**src/rtl/mem_lock_pkg.sv**
```systemverilog
// Shared types and sizes for the memory/lock arbiter.
package mem_lock_pkg;

  typedef enum logic {IDLE, BUSY} state_t;

  localparam int unsigned NLOCK   = 16;
  localparam int unsigned LOCK_AW = 4;
  localparam int unsigned CORE_W  = 2;

  typedef struct packed {
    logic              held;
    logic [CORE_W-1:0] owner;
  } lock_entry_t;

endpackage

```
**src/rtl/mem_lock_arbiter_lock_table.sv**
```systemverilog
// Hardware lock table: per-core lock/unlock acknowledge with lowest-index priority.
module lock_table
  import mem_lock_pkg::*;
#(
  parameter int unsigned NCORE = 2
) (
  input  logic                     clk,
  input  logic                     reset,
  input  logic [LOCK_AW*NCORE-1:0] lock_adr,
  input  logic [NCORE-1:0]         lock_en,
  input  logic [NCORE-1:0]         unlock_en,
  output logic [NCORE-1:0]         lock_ac
);

  lock_entry_t        r_table     [NLOCK];
  lock_entry_t        w_table_nxt [NLOCK];
  logic [NLOCK-1:0]   w_claimed;
  logic [LOCK_AW-1:0] w_adr       [NCORE];

  for (genvar g = 0; g < int'(NCORE); g++) begin : g_adr
    assign w_adr[g] = lock_adr[LOCK_AW*g +: LOCK_AW];
  end

  // Decisions use the pre-edge table; w_claimed resolves same-cycle lockers by core index.
  always_comb begin
    w_table_nxt = r_table;
    w_claimed   = '0;
    lock_ac     = '0;
    for (int i = 0; i < int'(NCORE); i++) begin
      if (unlock_en[i]) begin
        lock_ac[i] = 1'b1;
        if (r_table[w_adr[i]].held && (r_table[w_adr[i]].owner == CORE_W'(i))) begin
          w_table_nxt[w_adr[i]] = '0;
        end
      end else if (lock_en[i]) begin
        if ((!r_table[w_adr[i]].held || (r_table[w_adr[i]].owner == CORE_W'(i)))
            && !w_claimed[w_adr[i]]) begin
          lock_ac[i]            = 1'b1;
          w_claimed[w_adr[i]]   = 1'b1;
          w_table_nxt[w_adr[i]] = '{held: 1'b1, owner: CORE_W'(i)};
        end
      end
    end
  end

  always_ff @(posedge clk) begin
    if (reset) begin
      for (int k = 0; k < int'(NLOCK); k++) begin
        r_table[k] <= '0;
      end
    end else begin
      r_table <= w_table_nxt;
    end
  end

endmodule

```
**src/rtl/mem_lock_arbiter.sv**
```systemverilog
// Round-robin fixed-latency main-memory arbiter plus hardware lock table for NCORE cores.
module mem_lock_arbiter
  import mem_lock_pkg::*;
#(
  parameter int unsigned NCORE   = 2,
  parameter int unsigned MEM_LAT = 2
) (
  input  logic                     clk,
  input  logic                     reset,
  input  logic [NCORE-1:0]         mem_read_req,
  input  logic [NCORE-1:0]         mem_write_req,
  input  logic [LOCK_AW*NCORE-1:0] lock_adr,
  input  logic [NCORE-1:0]         lock_en,
  input  logic [NCORE-1:0]         unlock_en,
  output logic [NCORE-1:0]         main_mem_ac,
  output logic [NCORE-1:0]         lock_ac,
  output logic                     mem_en,
  output logic                     mem_we,
  output logic [1:0]               mem_sel
);

  localparam int unsigned CNT_W = (MEM_LAT > 1) ? $clog2(MEM_LAT) : 1;
  localparam int unsigned NSLOT = 1 << CORE_W;

  state_t            r_state, w_state_nxt;
  logic [CNT_W-1:0]  r_cnt, w_cnt_nxt;
  logic [CORE_W-1:0] r_rr_ptr, w_rr_nxt;
  logic [CORE_W-1:0] r_mem_sel, w_sel_nxt;
  logic              r_mem_en, w_en_nxt;
  logic              r_mem_we, w_we_nxt;
  logic [NCORE-1:0]  r_ac;
  logic [NSLOT-1:0]  w_ac_nxt;
  logic [NSLOT-1:0]  w_req;
  logic [NSLOT-1:0]  w_wr;
  logic [CORE_W-1:0] w_idx;
  logic [CORE_W-1:0] w_cand;
  logic              w_found;

  // Padded to the full index space so core-index selects are exact width.
  assign w_req = NSLOT'(mem_read_req | mem_write_req);
  assign w_wr  = NSLOT'(mem_write_req);

  always_comb begin
    w_state_nxt = r_state;
    w_cnt_nxt   = r_cnt;
    w_rr_nxt    = r_rr_ptr;
    w_sel_nxt   = r_mem_sel;
    w_en_nxt    = r_mem_en;
    w_we_nxt    = r_mem_we;
    w_ac_nxt    = '0;
    w_found     = 1'b0;
    w_idx       = '0;
    w_cand      = '0;
    case (r_state)
      IDLE: begin
        w_en_nxt = 1'b0;
        for (int k = 0; k < int'(NCORE); k++) begin
          w_cand = CORE_W'((int'(r_rr_ptr) + k) % int'(NCORE));
          if (!w_found && w_req[w_cand]) begin
            w_found = 1'b1;
            w_idx   = w_cand;
          end
        end
        if (w_found) begin
          w_state_nxt = BUSY;
          w_sel_nxt   = w_idx;
          w_we_nxt    = w_wr[w_idx];
          w_en_nxt    = 1'b1;
          w_cnt_nxt   = CNT_W'(MEM_LAT - 1);
        end
      end
      BUSY: begin
        if (r_cnt != '0) begin
          w_cnt_nxt = r_cnt - CNT_W'(1);
        end else begin
          w_ac_nxt[r_mem_sel] = 1'b1;
          w_en_nxt            = 1'b0;
          w_rr_nxt            = (r_mem_sel == CORE_W'(NCORE - 1)) ? '0 : r_mem_sel + CORE_W'(1);
          w_state_nxt         = IDLE;
        end
      end
      default: w_state_nxt = IDLE;
    endcase
  end

  always_ff @(posedge clk) begin
    if (reset) begin
      r_state   <= IDLE;
      r_cnt     <= '0;
      r_rr_ptr  <= '0;
      r_mem_sel <= '0;
      r_mem_en  <= 1'b0;
      r_mem_we  <= 1'b0;
      r_ac      <= '0;
    end else begin
      r_state   <= w_state_nxt;
      r_cnt     <= w_cnt_nxt;
      r_rr_ptr  <= w_rr_nxt;
      r_mem_sel <= w_sel_nxt;
      r_mem_en  <= w_en_nxt;
      r_mem_we  <= w_we_nxt;
      r_ac      <= NCORE'(w_ac_nxt);
    end
  end

  assign main_mem_ac = r_ac;
  assign mem_en      = r_mem_en;
  assign mem_we      = r_mem_we;
  assign mem_sel     = r_mem_sel;

  lock_table #(.NCORE(NCORE)) u_lock_table (
    .clk       (clk),
    .reset     (reset),
    .lock_adr  (lock_adr),
    .lock_en   (lock_en),
    .unlock_en (unlock_en),
    .lock_ac   (lock_ac)
  );

endmodule

```
**config.mk**
```make
export PLATFORM = sky130hd
export DESIGN_NAME = mem_lock_arbiter
export DESIGN_NICKNAME = d
export VERILOG_FILES = /design/src/rtl/mem_lock_pkg.sv /design/src/rtl/mem_lock_arbiter_lock_table.sv /design/src/rtl/mem_lock_arbiter.sv
export SDC_FILE = /design/constraint.sdc
export NUM_CORES = 1
export LEC_CHECK = 0
export CAP_MARGIN = 40
export CORE_MARGIN = 2
export CORE_UTILIZATION = 34
export DETAILED_ROUTE_END_ITERATION = 8
export PLACE_DENSITY = 0.64
export SLEW_MARGIN = 0
export SYNTH_ARGS = -nofsm -noshare
export SYNTH_HDL_FRONTEND = slang
export SYNTH_HIERARCHICAL = 1
export SYNTH_SLANG_ARGS = --single-unit
```
**constraint.sdc**
```tcl
create_clock -name clk -period 2.9 [get_ports clk]
set_input_delay 0.58 -clock clk [delete_from_list [all_inputs] [get_ports clk]]
set_output_delay 0.58 -clock clk [all_outputs]
set_load 0.03 [all_outputs]
```
Word level (Yosys, flattened, before mapping)
Memories as Yosys holds them, arrays and structs flattened.
Cells that the tools add are included.
{ "word_totals": {"reg_bits": 57, "romBits": 16, "in_bits": 18, "output_inout_bits": 8, "word_cells": 151, "mem_count": 1} }
{ "classes": {"add_sub_neg": 3, "n_lt_le_gt_ge": 12, "n_eq_ne": 4, "mux": 56, "bitwise": 16, "reduce_logical": 20} }
{ "memory_table": {"columns": ["name", "depth", "word_bits", "read_ports", "rd_ports_with_merged_regs", "wr", "line_no", "text"], "rows": [
  ["(name not given)", 16, 1, 1, 0, 0, "mem_lock_arbiter_lock_table.sv:37", "&& !w_claimed[w_adr[i]]) begin"]
]} }
{ "op_table": {"columns": ["operator", "count"], "rows": [
  ["$mux 48", 8],
  ["$and 48x48->48", 2],
  ["$not 48->48", 2],
  ["$mux 16", 3],
  ["$and 32x32->32", 1],
  ["$not 32->32", 1],
  ["$or 32x32->32", 1],
  ["$mux 1", 25],
  ["$bmux 3 s4", 2],
  ["$demux 3 s4", 2],
  ["$mux 3", 6],
  ["$and 16x16->16", 1],
  ["$not 16->16", 1],
  ["$or 16x16->16", 1],
  ["$ge 5x5->1 const B", 2],
  ["$lt 4x5->1 const B", 2],
  ["$lt 5x1->1 const B", 2],
  ["$not 4->5", 2],
  ["$logic_and 1x1->1", 9],
  ["$lt 2x3->1 const B", 3],
  ["$pmux 1 s2", 3],
  ["$logic_not 1->1", 5],
  ["$bmux 1 s2", 2],
  ["$bmux 1 s4", 1],
  ["other kinds (18)", 24]
]} }

Depth between registers and ports, before layout
{ "logic_depth": {"ltp_word": 17, "depth_mapped": 12, "depth_no_buf": 7} }

Modules after synthesis
The synthesis kept the hierarchy.
{ "modules_own_cells": {"columns": ["mod", "instances", "cells_per_inst", "area_per_inst_um2", "seq_area_each_um2"], "rows": [
  ["lock_table", 1, 349, 3080.5, 960.9],
  ["mem_lock_arbiter", 1, 36, 324.1, 160.2]
]} }

Worst setup path after synthesis
Ideal clock, no wire load.
{ "synth_path": {"path_kind": "in2out", "from": "input lock_adr[5]", "to": "output lock_ac[1]", "arrival_time_ns": 2.494, "required_time_ns": 2.320, "path_slack_ns": -0.174, "path_stages": 7, "n_path_buf": 1, "path_cell_list": "buf_4 inv_2 mux4_2 a22o_1 or3_1 o31a_1 a21o_1"} }
{ "synth_via": {"elab_chain_len": 10, "elab_cells_between_ends": 14, "cone_classes": "eq/ne: 1; mux: 8; bitwise: 1; reduce/logical: 4"} }
{ "synth_lines": {"columns": ["item", "line_no", "text"], "rows": [
  ["start: declaration", "mem_lock_arbiter.sv:12", "input logic [LOCK_AW*NCORE-1:0] lock_adr,"],
  ["$not 4->5 (implied by the code)", "mem_lock_arbiter_lock_table.sv:36", "if ((!r_table[w_adr[i]].held || (r_table[w_adr[i]].owner == CORE_W'(i)))"],
  ["$bmux 3 s4", "mem_lock_arbiter_lock_table.sv:36", null],
  ["$mux 3 (implied by the code) (2 in series)", "mem_lock_arbiter_lock_table.sv:36", null],
  ["$eq 2x1->1 / $logic_not 1->1 (equally long branches)", "mem_lock_arbiter_lock_table.sv:36", null],
  ["$logic_or 1x1->1", "mem_lock_arbiter_lock_table.sv:36", null],
  ["$logic_and 1x1->1 *", "mem_lock_arbiter_lock_table.sv:37", null],
  ["$mux 1 *", "mem_lock_arbiter_lock_table.sv:36", null],
  ["$mux 1 *", "mem_lock_arbiter_lock_table.sv:35", "end else if (lock_en[i]) begin"],
  ["$mux 1 *", "mem_lock_arbiter_lock_table.sv:30", "if (unlock_en[i]) begin"],
  ["end: declaration", "mem_lock_arbiter.sv:16", "output logic [NCORE-1:0] lock_ac,"]
]} }
Every way passes the cells marked *; elsewhere a longest branch is shown, timed or not. The select of a mux whose other input is x is not followed.

Final worst setup path
{ "layout_path": {"from": "input lock_adr[0]", "to": "output lock_ac[1]"} }
{ "layout_via": {"elab_chain_len": 17, "elab_cells_between_ends": 26, "cone_classes": "order compare: 2; mux: 14; bitwise: 1; reduce/logical: 8; memory: 1"} }
{ "layout_lines": {"columns": ["item", "line_no"], "rows": [
  ["$not 4->5 (implied by the code)", "mem_lock_arbiter_lock_table.sv:36"],
  ["$bmux 3 s4", "mem_lock_arbiter_lock_table.sv:36"],
  ["$mux 3 (implied by the code) (2 in series)", "mem_lock_arbiter_lock_table.sv:36"],
  ["$logic_not 2->1 / $logic_not 1->1 (equally long branches)", "mem_lock_arbiter_lock_table.sv:36"],
  ["$logic_or 1x1->1", "mem_lock_arbiter_lock_table.sv:36"],
  ["$logic_and 1x1->1", "mem_lock_arbiter_lock_table.sv:37"],
  ["$mux 16 *", "mem_lock_arbiter_lock_table.sv:36"],
  ["$mux 16 *", "mem_lock_arbiter_lock_table.sv:35"],
  ["$mux 16 *", "mem_lock_arbiter_lock_table.sv:30"],
  ["$bmux 1 s4 *", "mem_lock_arbiter_lock_table.sv:37"],
  ["$mux 1 (implied by the code) *", "mem_lock_arbiter_lock_table.sv:37"],
  ["$logic_not 1->1 *", "mem_lock_arbiter_lock_table.sv:37"],
  ["$logic_and 1x1->1 *", "mem_lock_arbiter_lock_table.sv:37"],
  ["$mux 1 *", "mem_lock_arbiter_lock_table.sv:36"],
  ["$mux 1 *", "mem_lock_arbiter_lock_table.sv:35"],
  ["$mux 1 *", "mem_lock_arbiter_lock_table.sv:30"]
]} }
Marks and branches as above.

==> key figures <==
Run status
  – Run status: finished, violations left
  – Failing checks: negative setup slack

Floorplan
  – Boundary Pins: 26
  – Cell Rows: 36
  – Starting density of the core: 0.350
  – Vertical die dimension: 104 um
  – Die width: 104 um
  – CORE AREA: 9730 sq um
  – Area of the die: 10,800 sq um

Hold path
  – Cell count of the worst hold path: 2
  – Start point of the worst min-delay path: mem_en
  – Classification of the worst-slack hold path: reg -> reg
  – Sink of the worst hold path: mem_en

Timing
  – Number of max-slew violations in the final report: 0
  – Highest achievable clock rate: 319 MHz
  – Setup repair after global routing missed its margin: yes
  – Endpoints failing setup: 10
  – Setup tns final: -561 ps
  – Worst-case setup margin in the final layout: -232 ps
  – Time the worst path needs with I/O delays and setup: 3130 ps
  – Final worst-path cycle share: 1.08
  – Clock skew: 15.9 ps
  – Final number of hold-violating endpoints: 0

Drt
  – Vias per cell: 5.94
  – Detail Route Antenna Nets: 0
  – DRT Pass-1 Iters: 5
  – Routed length on met2: 6330 um
  – Initial DRC Count: 313
  – DR DRC count: 0
  – Topmost layer with routed signal wires: met4
  – Drt total wl: 13,700 um
  – Met3 WL post-DR: 977 um
  – Routed via count: 3,810
  – Met1 layer wirelength in the final routing: 5710 um
  – Post-detailed-route wirelength per cell: 21.4 um

Synth
  – Area of the mapped netlist: 3400 sq um
  – Warnings from Yosys: 6
  – Cell taking the most area after synthesis: dfxtp_1
  – Syn avg cell area: 8.84 sq um
  – Net count of the mapped netlist: 403
  – Post-synthesis async set-or-reset flop share: 0
  – Area share of the largest cell type after synthesis: 0.329
  – Synthesis-stage register bit count: 56
  – Share of the yosys chip area belonging to registers: 0.329
  – Gate Count Post-Synth: 385
  – Synth top area cells: dfxtp_1 33%, mux4_2 6.0%, nor2_1 3.5%, nor2b_1 3.1%, nand2_1 3.1%
  – Number of distinct library cells after synthesis: 69
  – Ys flop type: dfxtp_1
  – Post-synth EDFFs: 0

Placed design
  – Gpl congestion: 0.971
  – Inst Count DP: 608
  – Detailed placer's ending HPWL: 10,100 um
  – Port Buffers: 24
  – Setup Slack @ Placement: -1090 ps

Worst setup path
  – Number of cells traversed by the worst register-to-register path: 12
  – Cell-by-cell listing of the critical path: buf_12, buf_12, buf_8, nor3_1, or3_4, a41oi_2, o31a_4, o31a_1, a21o_4, buf_6
  – Register-to-Register Setup Slack: 0 ps
  – Critical Setup Path Class: in -> out
  – Number of buffer and inverter instances along the worst setup path: 4
  – Cell family with most CP delay: compound AO/OA/AOI/OAI gates
  – Reg-to-reg endpoint: u_lock_table/r_table[11]
  – Kind of end point of the critical path: output port
  – R2R Path Start: u_lock_table/r_table[30]
  – Critical path data arrival time: 2550 ps
  – Most frequent cell on the critical path: buf_12
  – Type of origin of the critical path: input pin
  – Peak fanout along the critical path: 6
  – Crit path max-delay cell type: o31a_4
  – Required time at the worst-slack endpoint: 2320 ps
  – Delay of the slowest cell on the worst path: 380 ps

Pwr
  – Pwr Density: 337 nW/um^2
  – Share of power burned in the clock network: 0.276
  – Cell-internal power: 1.18 mW
  – Combinational Power Share: 0.259
  – PnR Total Power: 1.72 mW
  – Register share of total power: 0.465
  – P_leak: 1.94 nW
  – Switching share of power: 0.315
  – Switch Pwr: 0.543 mW
  – Peak supply drop: 0.219 mV

Clock network
  – Number of levels in the clock H-tree: 2
  – Number of CTS-inserted buffers: 5
  – Insertion delay of the later-clocked pin in the worst-skew pair: 330 ps
  – CTS tree: yes
  – Clock-pin transition on the worst setup and hold timing paths: 120 ps
  – Bufs on Longest Clock Path: 2
  – Root buffer cell: clkbuf_8
  – CTS Hold Bufs: 0
  – Total number of clock tree sinks: 56

Job
  – Number of max-capacitance violations reported: 0

Global routing
  – Maximum number of pins on one net before global-route repair: 22
  – Grt ovf: 0
  – Total track usage: 0.255
  – Wire length of the first global-routing pass: 21,200 um
  – Number of antenna violations at the first check in global routing: 0
  – Number of global-route vias before repair: 3,705

Finish
  – Layout-stage area growth over the synthesis result: 49.9%
  – Count of inserted antenna diode cells: 0
  – Fraction of final layout cells with drive strength greater than 1: 0.400
  – Leading cell type in the layout, fill and taps excluded: buf_4
  – Most used cells in the layout excluding fill and tap cells: 99 x buf_4, 56 x dfxtp_1, 30 x nor2_1
  – Net total in the final layout: 525
  – Filler-free cell count of the finished design: 641
  – Utilization after layout: 0.525
-- tightest hold or removal path, stage by stage (launching register included) --
cell and delay (ps):
dfxtp_1 330, nand3_1 60, a21oi_1 60
-- power by group through the flow --
stage               Sequential (mW)  Combinational [mW]  Clock, mW
finish                        0.801               0.445      0.476
global route                  0.804               0.467      0.505
detailed placement            0.818               0.367          0
global placement              0.818               0.365          0
CTS                           0.801               0.426      0.479
floorplan                     0.823               0.187          0
-- cell families (layout without fill, tap and decap cells) --
kind of cell / count (synthesis) / count (layout) / synth area share
and+or+nand+nor: 168 / 168 / 0.275
AOI/OAI and AO/OA: 103 / 103 / 0.234
DFF: 56 / 56 / 0.329
buffers and inverters: 35 / 158 / 0.0540
muxes: 18 / 18 / 0.0963
xor gates and xnor gates: 4 / 4 / 0.0103
other: 1 / 1 / 0.00110
-- Yosys cell counts (7+ instances only) --
library cell,n
dfxtp_1,56
nor2_1,32
nand2_1,28
nor2b_1,17
nand2b_1,16
nor3_1,14
a21oi_1,13
o21ai_0,13
nand3_1,12
or3_1,11
a31oi_1,10
clkbuf_1,9
mux4_2,9
a32o_1,8
inv_1,8
o31a_1,7
-- flip-flops by register name, indices dropped and copies added, names as in the netlist --
signal	cells
r_state	1
mem_en	1
r_rr_ptr	1
mem_sel	1
r_cnt	1
mem_we	1
u_lock_table/r_table	48
main_mem_ac	2
-- how the worst max path moves through the flow --
stage / startpoint / to / slack [ps] / cells past startpoint
floorplan: lock_adr[0] / lock_ac[1] / -20 / 8
global placement: lock_adr[0] / lock_ac[1] / -1050 / 9
detailed placement: lock_adr[0] / lock_ac[1] / -1090 / 9
CTS: lock_adr[0] / lock_ac[1] / -320 / 10
global route: lock_adr[0] / lock_ac[1] / -250 / 10
finish: lock_adr[0] / lock_ac[1] / -230 / 10
-- metrics by stage --
| stage | cell area [sq um] | hold WS (ps) |
|---|---|---|
| global placement | 4470 | 461 |
| detailed placement | 4470 | 462 |
| finish | 5100 | 489 |
| floorplan | 3480 | 431 |
| CTS | 5030 | 482 |
| global route | 5100 | 498 |
-- layout make-up --
cell class	instances	area [sq um]
clock buffer	5	68.8
multi-input combinational	294	2410
sequential	56	1120
fill	897	4630
tap	133	166
inverter	9	38.8
timing repair buffer	141	1270
clock inverter	3	27.5
-- routing by layer --
layer  track usage  vias to the layer above
met4         0.125                        0
met2         0.420                      208
li1              -                     1716
met3        0.0363                       47
met1         0.329                     1839
met5             0                        -
-- what timing repair did --
action | CTS | global route
pin swaps | 25 | 16
gates resized for setup | 76 | 20
setup buffers | 19 | 5
endpoints found under the setup margin | 50 | 35
cloned | 3 | 0
Note: power is estimated with default switching activity, not from simulation.
